<file path="config.mk">
export PLATFORM = sky130hd
export DESIGN_NAME = sha256_stream_flat
export DESIGN_NICKNAME = d
export VERILOG_FILES = /design/src/rtl/sha256_pkg.sv /design/src/rtl/sha256_stream_if.sv /design/src/rtl/sha256_round.sv /design/src/rtl/sha256_stream.sv /design/src/flat_wrapper.sv
export SDC_FILE = /design/constraint.sdc
export NUM_CORES = 2
export LEC_CHECK = 0
export CORE_ASPECT_RATIO = 0.9
export CORE_MARGIN = 2
export CORE_UTILIZATION = 45
export CTS_CLUSTER_SIZE = 12
export DETAILED_ROUTE_END_ITERATION = 7
export GPL_ROUTABILITY_DRIVEN = 0
export PLACE_DENSITY = 0.77
export SLEW_MARGIN = 20
export SYNTH_ARGS = -nofsm -noshare
export SYNTH_HDL_FRONTEND = slang
export SYNTH_SLANG_ARGS = --single-unit
</file>
<file path="constraint.sdc">
create_clock -name clk -period 103.5 [get_ports clk]
set_clock_uncertainty 0.05 [all_clocks]
set_input_delay 25.875 -clock clk [delete_from_list [all_inputs] [get_ports clk]]
set_output_delay 25.875 -clock clk [all_outputs]
set_load 0.05 [all_outputs]
</file>
<file path="src/rtl/sha256_pkg.sv">
// Shared SHA-256 types, constants and round helper functions.
// IV_224 is only referenced when the block is built with SHA224_MODE_EN.
package sha256_pkg;

    typedef enum logic [1:0] {IDLE, ROUND, FINAL, DONE} state_t;

    // Working variables a..h; packing puts a (H0) in the top word, so the
    // chaining value reads directly as a big-endian digest.
    typedef struct packed {
        logic [31:0] a;
        logic [31:0] b;
        logic [31:0] c;
        logic [31:0] d;
        logic [31:0] e;
        logic [31:0] f;
        logic [31:0] g;
        logic [31:0] h;
    } work_t;

    localparam work_t IV_256 = {
        32'h6a09e667, 32'hbb67ae85, 32'h3c6ef372, 32'ha54ff53a,
        32'h510e527f, 32'h9b05688c, 32'h1f83d9ab, 32'h5be0cd19
    };

    localparam work_t IV_224 = {
        32'hc1059ed8, 32'h367cd507, 32'h3070dd17, 32'hf70e5939,
        32'hffc00b31, 32'h68581511, 32'h64f98fa7, 32'hbefa4fa4
    };

    localparam logic [31:0] K [64] = '{
        32'h428a2f98, 32'h71374491, 32'hb5c0fbcf, 32'he9b5dba5,
        32'h3956c25b, 32'h59f111f1, 32'h923f82a4, 32'hab1c5ed5,
        32'hd807aa98, 32'h12835b01, 32'h243185be, 32'h550c7dc3,
        32'h72be5d74, 32'h80deb1fe, 32'h9bdc06a7, 32'hc19bf174,
        32'he49b69c1, 32'hefbe4786, 32'h0fc19dc6, 32'h240ca1cc,
        32'h2de92c6f, 32'h4a7484aa, 32'h5cb0a9dc, 32'h76f988da,
        32'h983e5152, 32'ha831c66d, 32'hb00327c8, 32'hbf597fc7,
        32'hc6e00bf3, 32'hd5a79147, 32'h06ca6351, 32'h14292967,
        32'h27b70a85, 32'h2e1b2138, 32'h4d2c6dfc, 32'h53380d13,
        32'h650a7354, 32'h766a0abb, 32'h81c2c92e, 32'h92722c85,
        32'ha2bfe8a1, 32'ha81a664b, 32'hc24b8b70, 32'hc76c51a3,
        32'hd192e819, 32'hd6990624, 32'hf40e3585, 32'h106aa070,
        32'h19a4c116, 32'h1e376c08, 32'h2748774c, 32'h34b0bcb5,
        32'h391c0cb3, 32'h4ed8aa4a, 32'h5b9cca4f, 32'h682e6ff3,
        32'h748f82ee, 32'h78a5636f, 32'h84c87814, 32'h8cc70208,
        32'h90befffa, 32'ha4506ceb, 32'hbef9a3f7, 32'hc67178f2
    };

    function automatic logic [31:0] rotr(input logic [31:0] x, input int unsigned n);
        return (x >> n) | (x << (32 - n));
    endfunction

    function automatic logic [31:0] big_sigma0(input logic [31:0] x);
        return rotr(x, 2) ^ rotr(x, 13) ^ rotr(x, 22);
    endfunction

    function automatic logic [31:0] big_sigma1(input logic [31:0] x);
        return rotr(x, 6) ^ rotr(x, 11) ^ rotr(x, 25);
    endfunction

    function automatic logic [31:0] small_sigma0(input logic [31:0] x);
        return rotr(x, 7) ^ rotr(x, 18) ^ (x >> 3);
    endfunction

    function automatic logic [31:0] small_sigma1(input logic [31:0] x);
        return rotr(x, 17) ^ rotr(x, 19) ^ (x >> 10);
    endfunction

    function automatic work_t add_work(input work_t x, input work_t y);
        work_t r;
        r.a = x.a + y.a;
        r.b = x.b + y.b;
        r.c = x.c + y.c;
        r.d = x.d + y.d;
        r.e = x.e + y.e;
        r.f = x.f + y.f;
        r.g = x.g + y.g;
        r.h = x.h + y.h;
        return r;
    endfunction

endpackage

</file>
<file path="src/rtl/sha256_stream_if.sv">
// Block-in / digest-out handshake bundle for sha256_stream.
// SHA224_MODE_EN adds the mode_224 select line.
interface sha256_stream_if;
    logic         in_valid;
    logic         in_ready;
    logic [511:0] M_in;
    logic         in_first;
    logic         in_last;
    logic         out_valid;
    logic         out_ready;
    logic [255:0] H_out;
`ifdef SHA224_MODE_EN
    logic         mode_224;

    modport master (
        output in_valid, M_in, in_first, in_last, out_ready, mode_224,
        input  in_ready, out_valid, H_out
    );
    modport slave (
        input  in_valid, M_in, in_first, in_last, out_ready, mode_224,
        output in_ready, out_valid, H_out
    );
`else
    modport master (
        output in_valid, M_in, in_first, in_last, out_ready,
        input  in_ready, out_valid, H_out
    );
    modport slave (
        input  in_valid, M_in, in_first, in_last, out_ready,
        output in_ready, out_valid, H_out
    );
`endif
endinterface

</file>
<file path="src/rtl/sha256_round.sv">
// One combinational SHA-256 compression round: a..h plus W_t, K_t in, a..h out.
module sha256_round
    import sha256_pkg::*;
(
    input  work_t       cur,
    input  logic [31:0] w,
    input  logic [31:0] k,
    output work_t       nxt
);
    logic [31:0] ch, maj, t1, t2;

    always_comb begin
        ch    = (cur.e & cur.f) ^ (~cur.e & cur.g);
        maj   = (cur.a & cur.b) ^ (cur.a & cur.c) ^ (cur.b & cur.c);
        t1    = cur.h + big_sigma1(cur.e) + ch + k + w;
        t2    = big_sigma0(cur.a) + maj;
        nxt.a = t1 + t2;
        nxt.b = cur.a;
        nxt.c = cur.b;
        nxt.d = cur.c;
        nxt.e = cur.d + t1;
        nxt.f = cur.e;
        nxt.g = cur.f;
        nxt.h = cur.g;
    end
endmodule

</file>
<file path="src/rtl/sha256_stream.sv">
// Streaming SHA-256 core: one 512-bit block per accept, ROUNDS_PER_CYCLE rounds/clock.
// Optional SHA224_MODE_EN adds a SHA-224 IV select and a truncated digest.
module sha256_stream
    import sha256_pkg::*;
#(
    parameter int ROUNDS_PER_CYCLE = 1
) (
    input logic           clk,
    input logic           rst,
    sha256_stream_if.slave bus
);
    localparam int R = ROUNDS_PER_CYCLE;

    if (!(R == 1 || R == 2 || R == 4)) begin : g_bad_rounds
        $fatal(1, "sha256_stream: ROUNDS_PER_CYCLE must be 1, 2 or 4");
    end

    state_t             state_q, state_d;
    work_t              work_q, chain_q, iv_sel, digest;
    logic [15:0][31:0]  win_q, win_d, blk;
    logic [31:0]        ext [16+R];
    work_t              stage [R+1];
    logic [5:0]         rnd_cnt;
    logic               last_q, accept, last_rnd, rdy, vld;
`ifdef SHA224_MODE_EN
    logic               mode_q;
`endif

    assign blk      = bus.M_in;
    assign last_rnd = (rnd_cnt == 6'(64 - R));

`ifdef SHA224_MODE_EN
    assign iv_sel = bus.mode_224 ? IV_224 : IV_256;
`else
    assign iv_sel = IV_256;
`endif

    always_ff @(posedge clk or posedge rst) begin
        if (rst) state_q <= IDLE;
        else     state_q <= state_d;
    end

    always_comb begin
        state_d = state_q;
        rdy     = 1'b0;
        vld     = 1'b0;
        accept  = 1'b0;
        case (state_q)
            IDLE: begin
                rdy = 1'b1;
                if (bus.in_valid) begin
                    accept  = 1'b1;
                    state_d = ROUND;
                end
            end
            ROUND:   if (last_rnd) state_d = FINAL;
            FINAL:   state_d = last_q ? DONE : IDLE;
            DONE: begin
                vld = 1'b1;
                if (bus.out_ready) state_d = IDLE;
            end
            default: state_d = IDLE;
        endcase
    end

    // Message schedule: extend the 16-word window by R words, then slide by R.
    always_comb begin
        for (int i = 0; i < 16; i++) ext[i] = win_q[i];
        for (int j = 0; j < R; j++)
            ext[16+j] = small_sigma1(ext[14+j]) + ext[9+j] + small_sigma0(ext[1+j]) + ext[j];
        for (int i = 0; i < 16; i++) win_d[i] = ext[i+R];
    end

    assign stage[0] = work_q;
    for (genvar g = 0; g < R; g++) begin : g_rnd
        logic [5:0] kidx;
        assign kidx = rnd_cnt + 6'(g);
        sha256_round u_round (
            .cur (stage[g]),
            .w   (ext[g]),
            .k   (K[kidx]),
            .nxt (stage[g+1])
        );
    end

    always_ff @(posedge clk or posedge rst) begin
        if (rst) begin
            rnd_cnt <= '0;
            chain_q <= IV_256;
            work_q  <= '0;
            win_q   <= '0;
            last_q  <= 1'b0;
`ifdef SHA224_MODE_EN
            mode_q  <= 1'b0;
`endif
        end else begin
            case (state_q)
                IDLE: if (accept) begin
                    for (int i = 0; i < 16; i++) win_q[i] <= blk[15-i];
                    last_q  <= bus.in_last;
                    rnd_cnt <= '0;
                    work_q  <= bus.in_first ? iv_sel : chain_q;
                    if (bus.in_first) begin
                        chain_q <= iv_sel;
`ifdef SHA224_MODE_EN
                        mode_q  <= bus.mode_224;
`endif
                    end
                end
                ROUND: begin
                    work_q  <= stage[R];
                    win_q   <= win_d;
                    rnd_cnt <= rnd_cnt + 6'(R);
                end
                FINAL: chain_q <= add_work(chain_q, work_q);
                // A finished message leaves the IV behind so an unflagged block still hashes cleanly.
                DONE: if (bus.out_ready) begin
                    chain_q <= IV_256;
`ifdef SHA224_MODE_EN
                    mode_q  <= 1'b0;
`endif
                end
                default: ;
            endcase
        end
    end

    always_comb begin
        digest = chain_q;
`ifdef SHA224_MODE_EN
        if (mode_q) digest.h = '0;
`endif
    end

    assign bus.in_ready  = rdy;
    assign bus.out_valid = vld;
    assign bus.H_out     = vld ? digest : '0;

endmodule

</file>
<file path="src/flat_wrapper.sv">
// flat-port wrapper written by rule: the top's interface ports become plain ports
module sha256_stream_flat import sha256_pkg::*;
#(
    parameter int ROUNDS_PER_CYCLE = 1
)
  (clk, rst, bus_in_valid, bus_M_in, bus_in_first, bus_in_last, bus_out_ready, bus_in_ready, bus_out_valid, bus_H_out);
  sha256_stream_if bus_i ();
  input logic clk;
  input logic rst;
  input wire logic [$bits(bus_i.in_valid)-1:0] bus_in_valid;
  input wire logic [$bits(bus_i.M_in)-1:0] bus_M_in;
  input wire logic [$bits(bus_i.in_first)-1:0] bus_in_first;
  input wire logic [$bits(bus_i.in_last)-1:0] bus_in_last;
  input wire logic [$bits(bus_i.out_ready)-1:0] bus_out_ready;
  output wire logic [$bits(bus_i.in_ready)-1:0] bus_in_ready;
  output wire logic [$bits(bus_i.out_valid)-1:0] bus_out_valid;
  output wire logic [$bits(bus_i.H_out)-1:0] bus_H_out;
  assign bus_i.in_valid = bus_in_valid;
  assign bus_i.M_in = bus_M_in;
  assign bus_i.in_first = bus_in_first;
  assign bus_i.in_last = bus_in_last;
  assign bus_i.out_ready = bus_out_ready;
  assign bus_in_ready = bus_i.in_ready;
  assign bus_out_valid = bus_i.out_valid;
  assign bus_H_out = bus_i.H_out;
  sha256_stream #(.ROUNDS_PER_CYCLE(ROUNDS_PER_CYCLE)) u_core (.clk(clk), .rst(rst), .bus(bus_i));
endmodule
</file>
# ---- Yosys cells after proc, flatten, opt, wreduce, memory -nomap -nowiden
# Memory sizes are Yosys's and may differ from the RTL's.
# Cells that the tools add are included.
dict set report word_totals {
  regBits 1033
  memories 1
  word_cells 120
  rom_bits 2048
}
# memory depth width read_ports rd_clocked_by_memory_dff wr line
set memory_table {}
lappend memory_table {{(name not given)} 64 32 1 0 0 sha256_stream.sv:81} ;# .k (K[kidx]),
dict set report op_classes {
  eq_ne 8
  reduce_logical 7
  n_mux 21
  magnitude_cmp 1
  n_addsub 19
  n_bitwise 28
}
# op n
set op_table {}
lappend op_table {{$mux W256} 4}
lappend op_table {{$pmux W512 S2} 1}
lappend op_table {{$pmux W256 S3} 1}
lappend op_table {{$add A32 B32 Y32} 18}
lappend op_table {{$mux W512} 1}
lappend op_table {{$pmux W256 S2} 1}
lappend op_table {{$xor A32 B32 Y32} 9}
lappend op_table {{$and A32 B32 Y32} 5}
lappend op_table {{$mux W32} 2}
lappend op_table {{$not A32 Y32} 1}
lappend op_table {{$or A10 B32 Y32} 1}
lappend op_table {{$or A13 B32 Y32} 1}
lappend op_table {{$or A14 B32 Y32} 1}
lappend op_table {{$or A15 B32 Y32} 1}
lappend op_table {{$or A19 B32 Y32} 1}
lappend op_table {{$or A21 B32 Y32} 1}
lappend op_table {{$or A25 B32 Y32} 1}
lappend op_table {{$or A26 B32 Y32} 1}
lappend op_table {{$or A30 B32 Y32} 1}
lappend op_table {{$or A7 B32 Y32} 1}
lappend op_table {{$xor A32 B22 Y32} 1}
lappend op_table {{$xor A32 B29 Y32} 1}
lappend op_table {{$pmux W6 S2} 1}
lappend op_table {{$mux W2} 4}
lappend op_table {{other kinds (16)} 24}

# ---- Depth between registers and ports, before layout
dict set report logic_depth {
  depth_word 9
  ltp_mapped 42
}

# ---- Modules after synthesis
# Synthesis repeated with hierarchy kept, for this count alone.
dict set report unflattened {
  cells_unflattened 9219
  area_unflattened_um2 75568.7
}
# mod area_each_um2 cells_per_inst n_inst
set modules_own_cells {}
lappend modules_own_cells {sha256_stream 64952.3 7977 1}
lappend modules_own_cells {sha256_round 10616.4 1242 1}

# ---- Worst setup path before layout
# OpenSTA, ideal clock, no wires.
dict set report synth_path {
  path_type {reg-to-output}
  startpoint {register u_core.state_q[1]}
  endpoint {output port bus_H_out[191]}
  path_buffers 1
  setup_slack_ns 75.895
  path_stages_with_launch 4
  arrival_time_ns 1.680
  required_ns 77.575
  path_cell_list {dfrtp_1 -> inv_2 -> clkbuf_1 -> nor3_1}
}
dict set report synth_between {
  elab_chain_cells 3
}
# item line
set synth_lines {}
lappend synth_lines {{start, declared} sha256_stream.sv:18} ;# state_t state_q, state_d;
lappend synth_lines {{start signal, assigned} sha256_stream.sv:40} ;# else state_q <= state_d;
lappend synth_lines {{$eq A2 B2 Y1} sha256_stream.sv:48} ;# case (state_q)
lappend synth_lines {{$mux W1} sha256_stream.sv:48}
lappend synth_lines {{$mux W256} sha256_stream.sv:137} ;# assign bus.H_out = vld ? digest : '0;
lappend synth_lines {{end, declared} flat_wrapper.sv:17} ;# output wire logic [$bits(bus_i.H_out)-1:0] bus_H_out;
# No other way between the ends.

# ---- Final worst setup path
dict set report layout_path {
  startpoint {input port bus_in_valid}
  endpoint {register u_core.win_q (netlist bit u_core.ext[294])}
}
dict set report layout_between {
  elab_chain_cells 4
}
# item line
set layout_lines {}
lappend layout_lines {{start, declared} flat_wrapper.sv:10} ;# input wire logic [$bits(bus_i.in_valid)-1:0] bus_in_valid;
lappend layout_lines {{$mux W1} sha256_stream.sv:51} ;# if (bus.in_valid) begin
lappend layout_lines {{$mux W1} sha256_stream.sv:48}
lappend layout_lines {{$ne A2 B1 Y1 (no line)} -}
lappend layout_lines {{$reduce_and A2 Y1 (no line)} -}
lappend layout_lines {{end signal, assigned} sha256_stream.sv:112} ;# win_q <= win_d;
lappend layout_lines {{end, declared} sha256_stream.sv:20} ;# logic [15:0][31:0] win_q, win_d, blk;
# No other way between the ends.
# A chain may end at the register's enable or synchronous reset.

==> metrics.cfg <==
[run_status]
status = complete, but fails checks
violations = design-rule violations

[placement]
port_buffers = 775
dpl.hpwl_um = 219000
place_ws_ns = 71.74

[clock_network]
cts_tree = built
clkTransAtPathRegs_ns = 0.06
numCtsBuffers = 115
max-clock-path-buffers = 3
cts_sinks = 1033
htree_levels = 3
postCtsResizedCells = 0
postCtsHoldBufs = 0
clock_latency_ns = 0.81
root_buffer = clkbuf_16
cts_setup_buffers = 0

[grt]
grt-ovfl-total = 0
antenna_found_initial = 72
grt_pass1_wl_um = 431000
grt_pass1_vias = 67000
grt_max_degree = 283
grt_usage_pct = 34.3

[min_path]
hold_path.startpoint = u_core.chain_q[255]$_DFFE_PP0P_
hp-class = register to register
hold_end = u_core.chain_q[255]$_DFFE_PP0P_
min_delay_path_depth = 1

[synthesis]
synth_flop_cell = dfrtp_1
synth_most_common_cell = nand2_1
synth-edff-count = 0
syn_area_per_cell_sq_um = 8.24
synth.top_cell.area_share_pct = 30.6
async_flop_share_pct = 100
yosys.area.top_type = dfrtp_1
synth_warnings = 0
syn_nets = 10000
synth_cells = 8896
ys_types = 100
ys_seq_area_share_pct = 35.5
synthesis.area_sq_um = 73300
synth_commonest_cells = nand2_1 (1,474), dfrtp_1 (897), nor2_1 (823)
ys_ff_latch = 1033
synthTopCellsByArea = dfrtp_1 (31%), nand2_1 (7.5%), ha_1 (6.7%)

[critical_path]
rrSetupSlack_ns = 92.03
r2r-end = u_core.stage[511]$_DFFE_PP0P_
critPathMaxFanout = 282
r2r_cells = 36
slowest_stage = clkdlybuf4s50_1
critPathRequiredTime_ns = 104.06
path_class = input pin to register
crit_chain = clkdlybuf4s50_1, nand3_4, nand2_4, buf_12, buf_16, buf_12, buf_6, a31oi_1
r2r-start = u_core.rnd_cnt[1]$_DFFE_PP0P_
path_common_cell = buf_12
cp.arrival_ns = 31.46
endpoint_kind = register
worst_path_largest_cell_delay_ns = 1.07
critPathLaunchType = input pin

[timing]
hold_viol_final = 0
slew_violations = 0
max-slew-margin-rel_pct = 22.9
setup_viol = 0
setup_ws_ns = 72.60
fmax_ghz = 0.0324
worst_pin_slew_ns = 1.16
fin_crit_sh_pct = 29.9
period_needed_ns = 30.90
fin_setup_tns_ns = 0
rsz0062_at_grt = false

[run]
cap_viol_max_count = 0

[layout]
final_layout_size_suffix_gt1_share_pct = 4.91
area_growth_pct = 17.3
nNetsFinal = 10300
nFillCells = 14700

[floorplanning]
rows = 140
coreArea_sq_um = 162000
start_util_pct = 45.3
die_width_um = 429
die_h_um = 387
pin_count = 776
dieArea_sq_um = 166000

[route]
firstDrtPassIters = 8
wl_per_cell_um = 25.7
antenna_left = 0
drc = 240
finalWirelength_um = 295000
drt_iter0_drc = 10100
vias_per_cell = 6.19
num_vias = 71100

## through the flow
stage | util (%) | cells | hold slack (ns) | area [sq um]
2_1_floorplan | - | 8896 | 0.400 | 73300
3_3_place_gp | 50.6 | 11200 | 0.435 | 82000
3_5_place_dp | 50.6 | 11200 | 0.440 | 82000
4_1_cts | 53.0 | 11400 | 0.453 | 85800
5_1_grt | 53.1 | 11500 | 0.479 | 86000
6_report | 53.1 | 11500 | 0.468 | 86000
## area by class of cell
type | count | area [sq um] | area share (%)
clock inverter | 34 | 407 | 0.473
sequential | 1033 | 26000 | 30.3
clock buffer | 180 | 3450 | 4.02
antenna | 42 | 105 | 0.122
multi-input combinational | 6871 | 43600 | 50.7
tap | 2130 | 2670 | 3.10
timing repair buffer | 844 | 8370 | 9.74
inverter | 349 | 1320 | 1.53
## worst max-delay path, delay by kind of cell
family,cells,cell delay [ns]
simple gates,2,1.51
buf+inv,5,3.47
compound gates,1,0.21
## flip-flops by register name, summed over array words and instances (netlist names)
signal and cells:
u_core.ext 512, u_core.chain_q 256, u_core.stage 256, u_core.rnd_cnt 6, u_core.state_q 2, u_core.last_q 1
## how the worst max path moves through the flow
stage / startpoint / endpoint / slack [ns]
final: bus_in_valid / u_core.ext[294]$_DFFE_PP0P_ / 72.60
after global routing: bus_in_valid / u_core.ext[197]$_DFFE_PP0P_ / 72.24
after CTS: bus_in_valid / u_core.ext[294]$_DFFE_PP0P_ / 72.54
after detailed placement: bus_in_valid / u_core.ext[310]$_DFFE_PP0P_ / 71.74
after global placement: bus_in_valid / u_core.ext[262]$_DFFE_PP0P_ / 71.84
after floorplan: rst / u_core.chain_q[103]$_DFFE_PP0P_ / 48.73
## placed cells by master, fill, tap and decap left out, types with 33 or more instances in the layout
cell             count
nand2b_1            60
buf_4               59
a211oi_1            34
a21o_1             154
mux2i_1             34
o21ai_1             88
nor2b_1             60
xor2_1             237
diode_2             42
clkdlybuf4s50_1    774
nand3_1             75
a31oi_1            531
ha_1               394
xnor2_1            339
nand2_1           1471
clkbuf_1            33
fa_1               195
and3_1             278
nor3_1              78
o21a_1              56
inv_1              342
or3_1              147
nor2_1             819
clkbuf_16          116
dfstp_2            136
a21oi_1            635
nor3b_1            100
dfrtp_1            892
o21ai_0            573
o22ai_1             77
o21bai_1            68
## routing by layer
layer	wire [um]	share of wire, %	GRT usage [%]
met4	24900	8.5	24.3
met1	108000	37	43.1
met2	127000	43	51.2
met5	286	0.097	0
met3	34300	12	9.01
## logic make-up (layout without fill, tap and decap cells)
group,Yosys count,count (layout),share of synthesized area [%]
fa+ha+maj,591,591,12.1
compound gates,2457,2457,20.2
xor+xnor,578,578,6.92
mux,47,47,0.772
flops,1033,1033,35.5
buf+inv,992,1407,5.13
simple gates,3198,3198,19.4
other cells,0,42,0
Power is left out: the tool's default activity adds up to more than one toggle a clock period on the data nets, which glitch-free logic cannot reach.
